**src/rtl/spi_reg_pkg.sv**
```systemverilog
// Shared types and command-byte layout for the SPI register controller.
// Burst auto-increment is enabled by defining SPI_REG_CTRL_BURST_EN.
package spi_reg_pkg;

    typedef enum logic [1:0] {StIdle, StCmd, StData, StDrop} state_e;

    localparam int unsigned CMD_WR_BIT  = 7;
    localparam int unsigned CMD_STS_BIT = 6;
    localparam int unsigned CMD_IDX_W   = 6;

    // Index width for a bank of n registers; a single-entry bank still needs one bit.
    function automatic int unsigned idx_w(input int unsigned n);
        return (n > 1) ? $clog2(n) : 1;
    endfunction

endpackage

```
**src/rtl/spi_reg_bank.sv**
```systemverilog
// Configuration register storage with per-register write strobes.
// Holds all state while ena is low.
module spi_reg_bank
    import spi_reg_pkg::*;
#(
    parameter int unsigned NUM_CFG   = 8,
    parameter int unsigned REG_WIDTH = 8
) (
    input  logic                           clk,
    input  logic                           rst_n,
    input  logic                           ena,
    input  logic                           wr_en,
    input  logic [idx_w(NUM_CFG)-1:0]      wr_idx,
    input  logic [REG_WIDTH-1:0]           wr_data,
    output logic [NUM_CFG*REG_WIDTH-1:0]   config_regs,
    output logic [NUM_CFG-1:0]             cfg_wr_stb
);

    localparam int unsigned IdxW = idx_w(NUM_CFG);

    logic [REG_WIDTH-1:0] regs_q [NUM_CFG];
    logic [REG_WIDTH-1:0] regs_d [NUM_CFG];
    logic [NUM_CFG-1:0]   stb_q, stb_d;

    always_comb begin
        regs_d = regs_q;
        stb_d  = '0;
        for (int unsigned i = 0; i < NUM_CFG; i++) begin
            if (wr_en && (wr_idx == IdxW'(i))) begin
                regs_d[i] = wr_data;
                stb_d[i]  = 1'b1;
            end
        end
    end

    always_ff @(posedge clk or negedge rst_n) begin
        if (!rst_n) begin
            regs_q <= '{default: '0};
            stb_q  <= '0;
        end else if (ena) begin
            regs_q <= regs_d;
            stb_q  <= stb_d;
        end
    end

    for (genvar i = 0; i < NUM_CFG; i++) begin : g_flat
        assign config_regs[i*REG_WIDTH +: REG_WIDTH] = regs_q[i];
    end

    assign cfg_wr_stb = stb_q;

endmodule

```
**src/rtl/spi_reg_ctrl.sv**
```systemverilog
// SPI frame decoder: command byte, read/write sequencing, sticky frame error.
// Define SPI_REG_CTRL_BURST_EN for unlimited data bytes with address auto-increment.
module spi_reg_ctrl
    import spi_reg_pkg::*;
#(
    parameter int unsigned NUM_CFG    = 8,
    parameter int unsigned NUM_STATUS = 8,
    parameter int unsigned REG_WIDTH  = 8
) (
    input  logic                            clk,
    input  logic                            rst_n,
    input  logic                            ena,
    input  logic                            spi_cs_n,
    input  logic                            rx_valid,
    input  logic [REG_WIDTH-1:0]            rx_data,
    output logic [REG_WIDTH-1:0]            tx_data,
    output logic                            tx_valid,
    output logic [NUM_CFG*REG_WIDTH-1:0]    config_regs,
    input  logic [NUM_STATUS*REG_WIDTH-1:0] status_regs,
    output logic [NUM_CFG-1:0]              cfg_wr_stb,
    output logic                            err
);

`ifdef SPI_REG_CTRL_BURST_EN
    localparam bit BurstEn = 1'b1;
`else
    localparam bit BurstEn = 1'b0;
`endif

    localparam int unsigned CfgIdxW = idx_w(NUM_CFG);
    localparam int unsigned StsIdxW = idx_w(NUM_STATUS);

    state_e state_q, state_d;
    logic [CMD_IDX_W-1:0] addr_q, addr_d;
    logic                 is_wr_q, is_wr_d;
    logic                 is_sts_q, is_sts_d;
    logic [REG_WIDTH-1:0] tx_data_q, tx_data_d;
    logic                 tx_valid_q, tx_valid_d;
    logic                 err_q, err_d;
    logic                 cs_prev_q;
    logic                 bank_we;

    logic [REG_WIDTH-1:0] cfg_arr [NUM_CFG];
    logic [REG_WIDTH-1:0] sts_arr [NUM_STATUS];

    for (genvar i = 0; i < NUM_CFG; i++) begin : g_cfg
        assign cfg_arr[i] = config_regs[i*REG_WIDTH +: REG_WIDTH];
    end
    for (genvar i = 0; i < NUM_STATUS; i++) begin : g_sts
        assign sts_arr[i] = status_regs[i*REG_WIDTH +: REG_WIDTH];
    end

    // cs_prev_q resets low so a chip select already asserted across reset is not a new frame.
    logic cs_fall, rx;
    assign cs_fall = cs_prev_q && !spi_cs_n;
    assign rx      = rx_valid && !spi_cs_n;

    logic                 cmd_wr, cmd_sts, cmd_ok;
    logic [CMD_IDX_W-1:0] cmd_idx;
    assign cmd_wr  = rx_data[CMD_WR_BIT];
    assign cmd_sts = rx_data[CMD_STS_BIT];
    assign cmd_idx = rx_data[CMD_IDX_W-1:0];
    assign cmd_ok  = cmd_sts ? (!cmd_wr && (32'(cmd_idx) < NUM_STATUS))
                             : (32'(cmd_idx) < NUM_CFG);

    logic [CMD_IDX_W-1:0] bank_last, addr_next;
    assign bank_last = is_sts_q ? CMD_IDX_W'(NUM_STATUS - 1) : CMD_IDX_W'(NUM_CFG - 1);
    assign addr_next = (addr_q == bank_last) ? '0 : addr_q + 1'b1;

    logic [REG_WIDTH-1:0] cmd_byte, next_byte;
    assign cmd_byte  = cmd_sts ? sts_arr[cmd_idx[StsIdxW-1:0]] : cfg_arr[cmd_idx[CfgIdxW-1:0]];
    assign next_byte = is_sts_q ? sts_arr[addr_next[StsIdxW-1:0]]
                                : cfg_arr[addr_next[CfgIdxW-1:0]];

    always_ff @(posedge clk or negedge rst_n) begin
        if (!rst_n) begin
            state_q <= StIdle;
        end else if (ena) begin
            state_q <= state_d;
        end
    end

    always_comb begin
        state_d = state_q;
        case (state_q)
            StIdle: if (cs_fall) state_d = StCmd;
            StCmd: begin
                if (spi_cs_n)      state_d = StIdle;
                else if (rx_valid) state_d = cmd_ok ? StData : StDrop;
            end
            StData: begin
                if (spi_cs_n)                 state_d = StIdle;
                else if (rx_valid && !BurstEn) state_d = StDrop;
            end
            StDrop: if (spi_cs_n) state_d = StIdle;
            default: state_d = StIdle;
        endcase
    end

    always_comb begin
        addr_d     = addr_q;
        is_wr_d    = is_wr_q;
        is_sts_d   = is_sts_q;
        tx_data_d  = tx_data_q;
        tx_valid_d = tx_valid_q;
        err_d      = err_q;
        bank_we    = 1'b0;
        case (state_q)
            StIdle: if (cs_fall) err_d = 1'b0;
            StCmd: begin
                if (rx) begin
                    is_wr_d  = cmd_wr;
                    is_sts_d = cmd_sts;
                    addr_d   = cmd_idx;
                    if (cmd_ok) begin
                        tx_data_d  = cmd_wr ? '0 : cmd_byte;
                        tx_valid_d = !cmd_wr;
                    end else begin
                        err_d      = 1'b1;
                        tx_data_d  = '0;
                        tx_valid_d = 1'b0;
                    end
                end
            end
            StData: begin
                if (rx) begin
                    bank_we = is_wr_q;
                    if (BurstEn) begin
                        addr_d = addr_next;
                        if (!is_wr_q) tx_data_d = next_byte;
                    end else begin
                        tx_valid_d = 1'b0;
                    end
                end
            end
            default: ;
        endcase
        if (spi_cs_n) tx_valid_d = 1'b0;
    end

    always_ff @(posedge clk or negedge rst_n) begin
        if (!rst_n) begin
            addr_q     <= '0;
            is_wr_q    <= 1'b0;
            is_sts_q   <= 1'b0;
            tx_data_q  <= '0;
            tx_valid_q <= 1'b0;
            err_q      <= 1'b0;
            cs_prev_q  <= 1'b0;
        end else if (ena) begin
            addr_q     <= addr_d;
            is_wr_q    <= is_wr_d;
            is_sts_q   <= is_sts_d;
            tx_data_q  <= tx_data_d;
            tx_valid_q <= tx_valid_d;
            err_q      <= err_d;
            cs_prev_q  <= spi_cs_n;
        end
    end

    spi_reg_bank #(
        .NUM_CFG   (NUM_CFG),
        .REG_WIDTH (REG_WIDTH)
    ) u_bank (
        .clk         (clk),
        .rst_n       (rst_n),
        .ena         (ena),
        .wr_en       (bank_we),
        .wr_idx      (addr_q[CfgIdxW-1:0]),
        .wr_data     (rx_data),
        .config_regs (config_regs),
        .cfg_wr_stb  (cfg_wr_stb)
    );

    assign tx_data  = tx_data_q;
    assign tx_valid = tx_valid_q;
    assign err      = err_q;

endmodule

```
**config.mk**
```make
export PLATFORM = sky130hd
export DESIGN_NAME = spi_reg_ctrl
export DESIGN_NICKNAME = d
export VERILOG_FILES = /design/src/rtl/spi_reg_pkg.sv /design/src/rtl/spi_reg_bank.sv /design/src/rtl/spi_reg_ctrl.sv
export SDC_FILE = /design/constraint.sdc
export NUM_CORES = 1
export LEC_CHECK = 0
export ABC_AREA = 1
export CAP_MARGIN = 20
export CORE_ASPECT_RATIO = 0.8
export CORE_MARGIN = 10
export CORE_UTILIZATION = 30
export DETAILED_ROUTE_END_ITERATION = 16
export GPL_ROUTABILITY_DRIVEN = 0
export GPL_TIMING_DRIVEN = 0
export HOLD_SLACK_MARGIN = 0.12
export PLACE_DENSITY = 0.64
export SLEW_MARGIN = 25
export SYNTH_ARGS = -nofsm -noshare
export SYNTH_HDL_FRONTEND = slang
export SYNTH_SLANG_ARGS = --single-unit
```
**constraint.sdc**
```tcl
create_clock -name clk -period 3 [get_ports clk]
set_input_delay 0.45 -clock clk [delete_from_list [all_inputs] [get_ports clk]]
set_output_delay 0.45 -clock clk [all_outputs]
set_load 0.01 [all_outputs]
```
==> results of run 1 <==
## cells in the mapped netlist, drive strengths merged
cell | count | area (µm²)
nand2 | 290 | 1120
inv | 115 | 434
nand3 | 106 | 586
dfrtp | 89 | 2230
o21ai | 74 | 460
buf | 29 | 196
clkbuf | 9 | 33.8
nor2 | 9 | 65.1
a21oi | 4 | 20.0
nand4 | 2 | 27.5
nor3 | 2 | 21.3
o22a | 1 | 8.76
## layout by cell type, fill, tap and decap left out
master,synthesis,routed
clkinv_4,0,1
buf_1,1,1
o21ai_0,10,10
o21ai_2,24,24
nor2_4,2,2
dlygate4sd3_1,0,1
nor2_1,6,6
o22a_1,1,1
nand3_1,101,101
buf_16,0,1
nand4_1,1,1
nor3_1,1,1
buf_4,1,1
nor2_8,1,1
a21oi_1,4,4
nor3_4,1,1
nand3_2,1,1
buf_2,19,19
buf_6,8,9
inv_6,0,1
clkdlybuf4s50_1,0,153
dfrtp_1,89,89
clkbuf_1,9,10
nand2_4,4,4
o21ai_1,40,40
inv_4,1,1
nand3_4,4,4
clkbuf_16,0,9
inv_1,111,111
nand2_1,286,286
inv_2,3,3
nand4_4,1,1
bufinv_16,0,4
## per-stage QoR
step	hold slack (ns)	total power [mW]	instance area, µm²	instances
final	0.392	3.72	7420	1122
after global routing	0.412	3.90	7420	1122
after CTS	0.389	3.73	7420	1122
after detailed placement	0.370	2.33	7040	1105
after global placement	0.463	2.31	7020	1104
after floorplan	0.154	1.89	5200	730
## where the power goes
group | internal, mW | leakage, nW | switching, mW | total, mW
registers | 1.31 | 1.23 | 0.126 | 1.44
logic | 0.380 | 2.25 | 0.498 | 0.878
clock network | 0.904 | 0.177 | 0.503 | 1.41
## path summary, 6_finish.rpt
kind                                          end  slack, ns
max                                    tx_data[6]       0.96
min                                     cs_prev_q       0.39
max reg2reg                            tx_data[6]       1.29
min reg2reg                  u_bank.cfg_wr_stb[7]       0.48
max in group asynchronous  u_bank.config_regs[62]       1.83
min in group asynchronous    u_bank.cfg_wr_stb[0]       0.58
## what timing repair did
action                    CTS  global route
hold buffers                1             0
setup buffers               0             0
hold endpoints to repair   34             0
gates resized for setup     0             0
## per-layer routing
layer	wire length, µm	vias to the layer above
li1	-	2602
met1	9460	2568
met2	9090	227
met3	2010	18
met4	219	0
met5	0	-
## state kept, by name, summed over array words and instances (netlist names), 2 cells and up
register and flops:
tx_data 8, state_q 2, u_bank.config_regs 64, addr_q 3, u_bank.cfg_wr_stb 8
## cell type report
| class | count | area, µm² |
|---|---|---|
| Inverter | 115 | 434 |
| Clock inverter | 6 | 138 |
| Fill cell | 1703 | 9340 |
| Timing Repair Buffer | 156 | 1580 |
| Clock buffer | 10 | 229 |
| Sequential cell | 89 | 2230 |
| Buffer | 38 | 230 |
| Tap cell | 220 | 275 |
| Multi-Input combinational cell | 488 | 2310 |
## cells by family (layout without fill, tap and decap cells)
group / Yosys count / in the layout / synth area share (%)
AO/OA/AOI/OAI: 79 / 79 / 9.41
flip-flops: 89 / 89 / 42.8
buffers and inverters: 153 / 325 / 12.8
AND/OR/NAND/NOR: 409 / 409 / 35.0
## worst register-to-register path: stages (launching register included)
cell     delay (ns)
dfrtp_1        0.46
inv_1          0.14
nand2_1        0.08
inv_1          0.11
nand3_2        0.19
nor3_4         0.41
nand2_1        0.17
nand2_1        0.09
==> run_results.csv, run 1 <==
group,metric,value,unit
setup_path,cp-startpoint,"rx_data[3]",
power,irDropWorstVdd,0.000317,V
timing,min_period,2.04,ns
route,num_vias,5415,
placed_design,hpwl,15900,µm
outcome,status,"complete, no violations",
synthesis,synth-seq-area-share,42.8,%
timing,hold_viol_final,0,
setup_path,cp.buffers_inverters,2,
layout,area_growth_syn_to_layout,42.7,%
die,core-area,0.0168,mm²
global_route,use_met3,6.38,%
synthesis,ys_ff_latch,89,
min_path,hold_start,"ena",
timing,finalWorstSetupSlack,0.956,ns
placed_design,place_ws,0.594,ns
route,first_pass_iters,5,
setup_path,cpPeakStageDelay,0.48,ns
layout,utilization,44.3,%
global_route,antenna_found_initial,0,
setup_path,crit_chain,"clkdlybuf4s50_1 > inv_1 > nand4_1 > nor3_4 > nand2_1 > nand2_1",
timing,fmax,0.489,GHz
synthesis,syn_inst,730,
global_route,grtUsageMet1,23.8,%
run,cap_violations,0,
setup_path,crit_arrival,2.33,ns
min_path,hold_depth,2,
synthesis,synthesis.nets,807,
synthesis,syn_area_per_cell,7.12,µm²
timing,finalClockSkew,0.00962,ns
clocking,cts_root_buf,"clkbuf_16",
synthesis,yosysWarnings,0,
timing,setup_violations,0,
timing,rsz0062_at_grt,"false",
setup_path,worstPathRequired,3.29,ns
setup_path,path_class,"input pin to flop",
setup_path,critPathLaunchType,"input pin",
min_path,worstHoldPathType,"input pin to flop",
global_route,grt_max_degree,56,
global_route,grt_use_met2,26.5,%
power,p_per_area,502,mW/mm²
setup_path,reg2reg_depth,7,
synthesis,ys_types,26,
route,dr.first_iter.drc_count,531,
clocking,clock_latency,0.35,ns
setup_path,worst_path_max_delay_cell,"nor3_4",
timing,slew_violations,0,
die,die_height,138,µm
setup_path,path_depth,6,
die,die_area,0.0230,mm²
global_route,top_usage_layer,"met2",
timing,fin_crit_sh,68.1,%
die,rows,42,
global_route,grt_pass1_vias,5270,
route,postRouteAntennaNets,0,
synthesis,syn_area,0.00520,mm²
layout,diodes,0,
global_route,grt_pass1_wl,31400,µm
clocking,cts_tree,"done",
clocking,clock_sinks,89,
clocking,cts.htree.levels,3,
setup_path,path_delay_family,"simple AND/OR/NAND/NOR gates",
clocking,clkSlewWorstSetupHoldPaths,0.07,ns
setup_path,cpMostUsedCell,"nand2_1",
global_route,overflow,0,
setup_path,crit_path_end_kind,"flop",
layout,drive_gt1_share,9.65,%
power,p_leak,3.66,nW
route,wirelength,20800,µm
global_route,grtUsageTotal,17.6,%
timing,slew_headroom,53.2,%
route,wl_per_cell,18.5,µm
clocking,clock_path_buffers,2,
die,die_w,167,µm
layout,final_nets,974,
placed_design,io_buffers,154,
setup_path,r2r-start,"state_q[1]",
route,vias_per_cell,4.83,
die,pin_count,159,
die,start_util,31.0,%
timing,setup_tns,0,ns
setup_path,critical_path.max_fanout,9,
route,drc,0,
clocking,numCtsBuffers,9,
timing,worstMarginPinSlew,0.702,ns
No activity file was read; power rests on OpenSTA's default activity.
==> run 2: changes to the inputs <==
--- a/config.mk
+++ b/config.mk
@@ -14,7 +14,7 @@
 export GPL_ROUTABILITY_DRIVEN = 0
 export GPL_TIMING_DRIVEN = 0
 export HOLD_SLACK_MARGIN = 0.12
-export PLACE_DENSITY = 0.64
+export PLACE_DENSITY = 0.66
 export SLEW_MARGIN = 25
 export SYNTH_ARGS = -nofsm -noshare
 export SYNTH_HDL_FRONTEND = slang
==> constraint.sdc (replaced) <==
create_clock -name clk -period 1.8 [get_ports clk]
set_input_delay 0.27 -clock clk [delete_from_list [all_inputs] [get_ports clk]]
set_output_delay 0.27 -clock clk [all_outputs]
set_load 0.01 [all_outputs]
==> run 2 against run 1 <==
Clock skew shrank 0.0038 ns. Sequential share of layout area grew 0.22 points. Count of clock-buffer cells in the layout grew 3. Register-to-register slack lost 1.1 ns. Core utilization shrank 0.32 points. Flip-flop and latch count is the same. Worst hold slack lost 0.19 ns. Power grew 53%. Global-route usage grew 0.12 points. Design area shrank 0.72%. Largest cell class unchanged. Clock power grew 30%. Setup slack lost 0.89 ns.
==> run_results.csv, run 2 (synthesis results as in run 1) <==
group,metric,value,unit
route,drc,0,
run,cap_violations,0,
route,wirelength,20800,µm
layout,stdcell_area,0.00737,mm²
min_path,worstHoldPathType,"input pin to flop",
route,vias_per_cell,4.83,
global_route,grt_max_degree,58,
layout,final_common_cell,"nand2_1",
power,p_per_area,772,mW/mm²
setup_path,crit_arrival,1.97,ns
power,irDropWorstVdd,0.000465,V
global_route,antenna_found_initial,0,
global_route,grt_pass1_wl,31700,µm
clocking,clock_path_buffers,2,
clocking,clock_latency,0.35,ns
power,p_int,3.86,mW
layout,drive_gt1_share,10.3,%
timing,hold_viol_final,0,
min_path,hold_depth,2,
outcome,status,"complete, no violations",
placed_design,hpwl,15900,µm
timing,rsz0062_at_grt,"true",
setup_path,crit_chain,"clkdlybuf4s50_1 > buf_2 > buf_2 > nand2_1 > nand3_1 > nand3_1 > nand3_1 > nand2_1 > nand2_1 > nand2_1",
setup_path,critPathLaunchType,"input pin",
timing,slew_headroom,51.0,%
route,dr.first_iter.drc_count,497,
timing,min_period,1.73,ns
layout,fill_cells,1698,
layout,final_nets,975,
timing,slew_violations,0,
setup_path,r2r_setup_slack,0.23,ns
route,first_pass_iters,5,
setup_path,r2r-start,"state_q[0]",
setup_path,path_class,"input pin to flop",
setup_path,r2r_end,"u_bank.config_regs[7]",
setup_path,worst_path_max_delay_cell,"clkdlybuf4s50_1",
timing,fmax,0.577,GHz
clocking,clkSlewWorstSetupHoldPaths,0.06,ns
timing,setup_violations,0,
die,pin_count,159,
setup_path,cp-startpoint,"rx_data[0]",
route,wl_per_cell,18.5,µm
layout,utilization,43.9,%
power,power.share.switching,32.1,%
timing,whs,0.204,ns
clocking,clock_sinks,89,
power,p_switching,1.83,mW
timing,fin_crit_sh,96.2,%
setup_path,cpPeakStageDelay,0.49,ns
clocking,cts_tree,"done",
timing,finalClockSkew,0.00583,ns
die,die_area,0.0230,mm²
min_path,hold_end,"cs_prev_q",
global_route,grt_pass1_vias,5395,
die,start_util,31.0,%
global_route,overflow,0,
layout,final_cell_mix,"nand2_1, clkdlybuf4s50_1, inv_1",
setup_path,cpMostUsedCell,"nand2_1",
min_path,hold_start,"ena",
clocking,numCtsBuffers,9,
route,postRouteAntennaNets,0,
placed_design,io_buffers,154,
power,comb_power_share,25.7,%
timing,worstMarginPinSlew,0.735,ns
layout,largest_reg_flops,64,
setup_path,crit_path_end_kind,"flop",
clocking,cts_root_buf,"clkbuf_16",
die,rows,42,
layout,area_growth_syn_to_layout,41.7,%
die,core-area,0.0168,mm²
die,die_w,167,µm
setup_path,reg2reg_depth,7,
placed_design,dpl-instance-area,0.00704,mm²
setup_path,worstPathRequired,2.04,ns
route,num_vias,5415,
layout,diodes,0,
power,power_frac_clock,32.2,%
global_route,grtUsageTotal,17.7,%
die,die_height,138,µm
power,power_frac_seq,42.1,%
clocking,cts.htree.levels,3,
setup_path,critical_path.max_fanout,10,
power,p_leak,3.64,nW
## run 2: repair_timing
action	in CTS	in global routing
buffers inserted	0	1
endpoints found under the hold margin	32	0
resized for setup	1	10
hold buffers	1	0
pin swaps	0	1
setup endpoints to repair	8	8
## run 2: routing by layer
metal  up-vias  share of wire, %  track usage (%)
met1      2551                46             24.0
met4         0              0.98             3.62
met3        19               9.8             6.21
met5         -                 0                0
met2       241                43             26.7
li1       2604                 -                -
## run 2: how the worst max path moves through the flow
stage                                  end  slack [ns]
floorplan           u_bank.config_regs[54]        0.46
global placement    u_bank.config_regs[17]       -2.92
detailed placement              tx_data[6]       -0.40
CTS                             tx_data[7]        0.05
global route                    tx_data[7]       -0.01
finish                          tx_data[7]        0.07
## run 2: power by group through the flow
stage          Clock (mW)  Combinational (mW)  Sequential (mW)
2_1_floorplan           0               0.724             2.43
3_3_place_gp            0                1.43             2.43
3_5_place_dp            0                1.45             2.43
4_1_cts              1.85                1.47             2.39
5_1_grt              1.91                1.63             2.42
6_report             1.83                1.46             2.40
## run 2: area by class of cell
| type | count | area [µm²] | area share (%) |
|---|---|---|---|
| multi-input combinational | 488 | 2310 | 31.3 |
| clock inverter | 2 | 12.5 | 0.170 |
| timing repair buffer | 157 | 1600 | 21.7 |
| buffer | 38 | 236 | 3.21 |
| sequential | 89 | 2230 | 30.2 |
| clock buffer | 13 | 270 | 3.67 |
| tap | 220 | 275 | 3.74 |
| inverter | 115 | 438 | 5.94 |
## run 2: stage by stage
| stage | TNS, ns | instances | setup WS, ns | power (mW) |
|---|---|---|---|---|
| final | 0 | 1122 | 0.0681 | 5.69 |
| after CTS | 0 | 1121 | 0.0482 | 5.70 |
| after detailed placement | -6.76 | 1105 | -0.403 | 3.88 |
| after global routing | -0.0264 | 1122 | -0.0106 | 5.96 |
| after floorplan | 0 | 730 | 0.465 | 3.16 |
| after global placement | -265.21 | 1104 | -2.92 | 3.85 |
## run 2: critical path, delay by kind of cell
family	cells	cell delay, ns
buffers and inverters	3	1.03
and+or+nand+nor	7	0.66
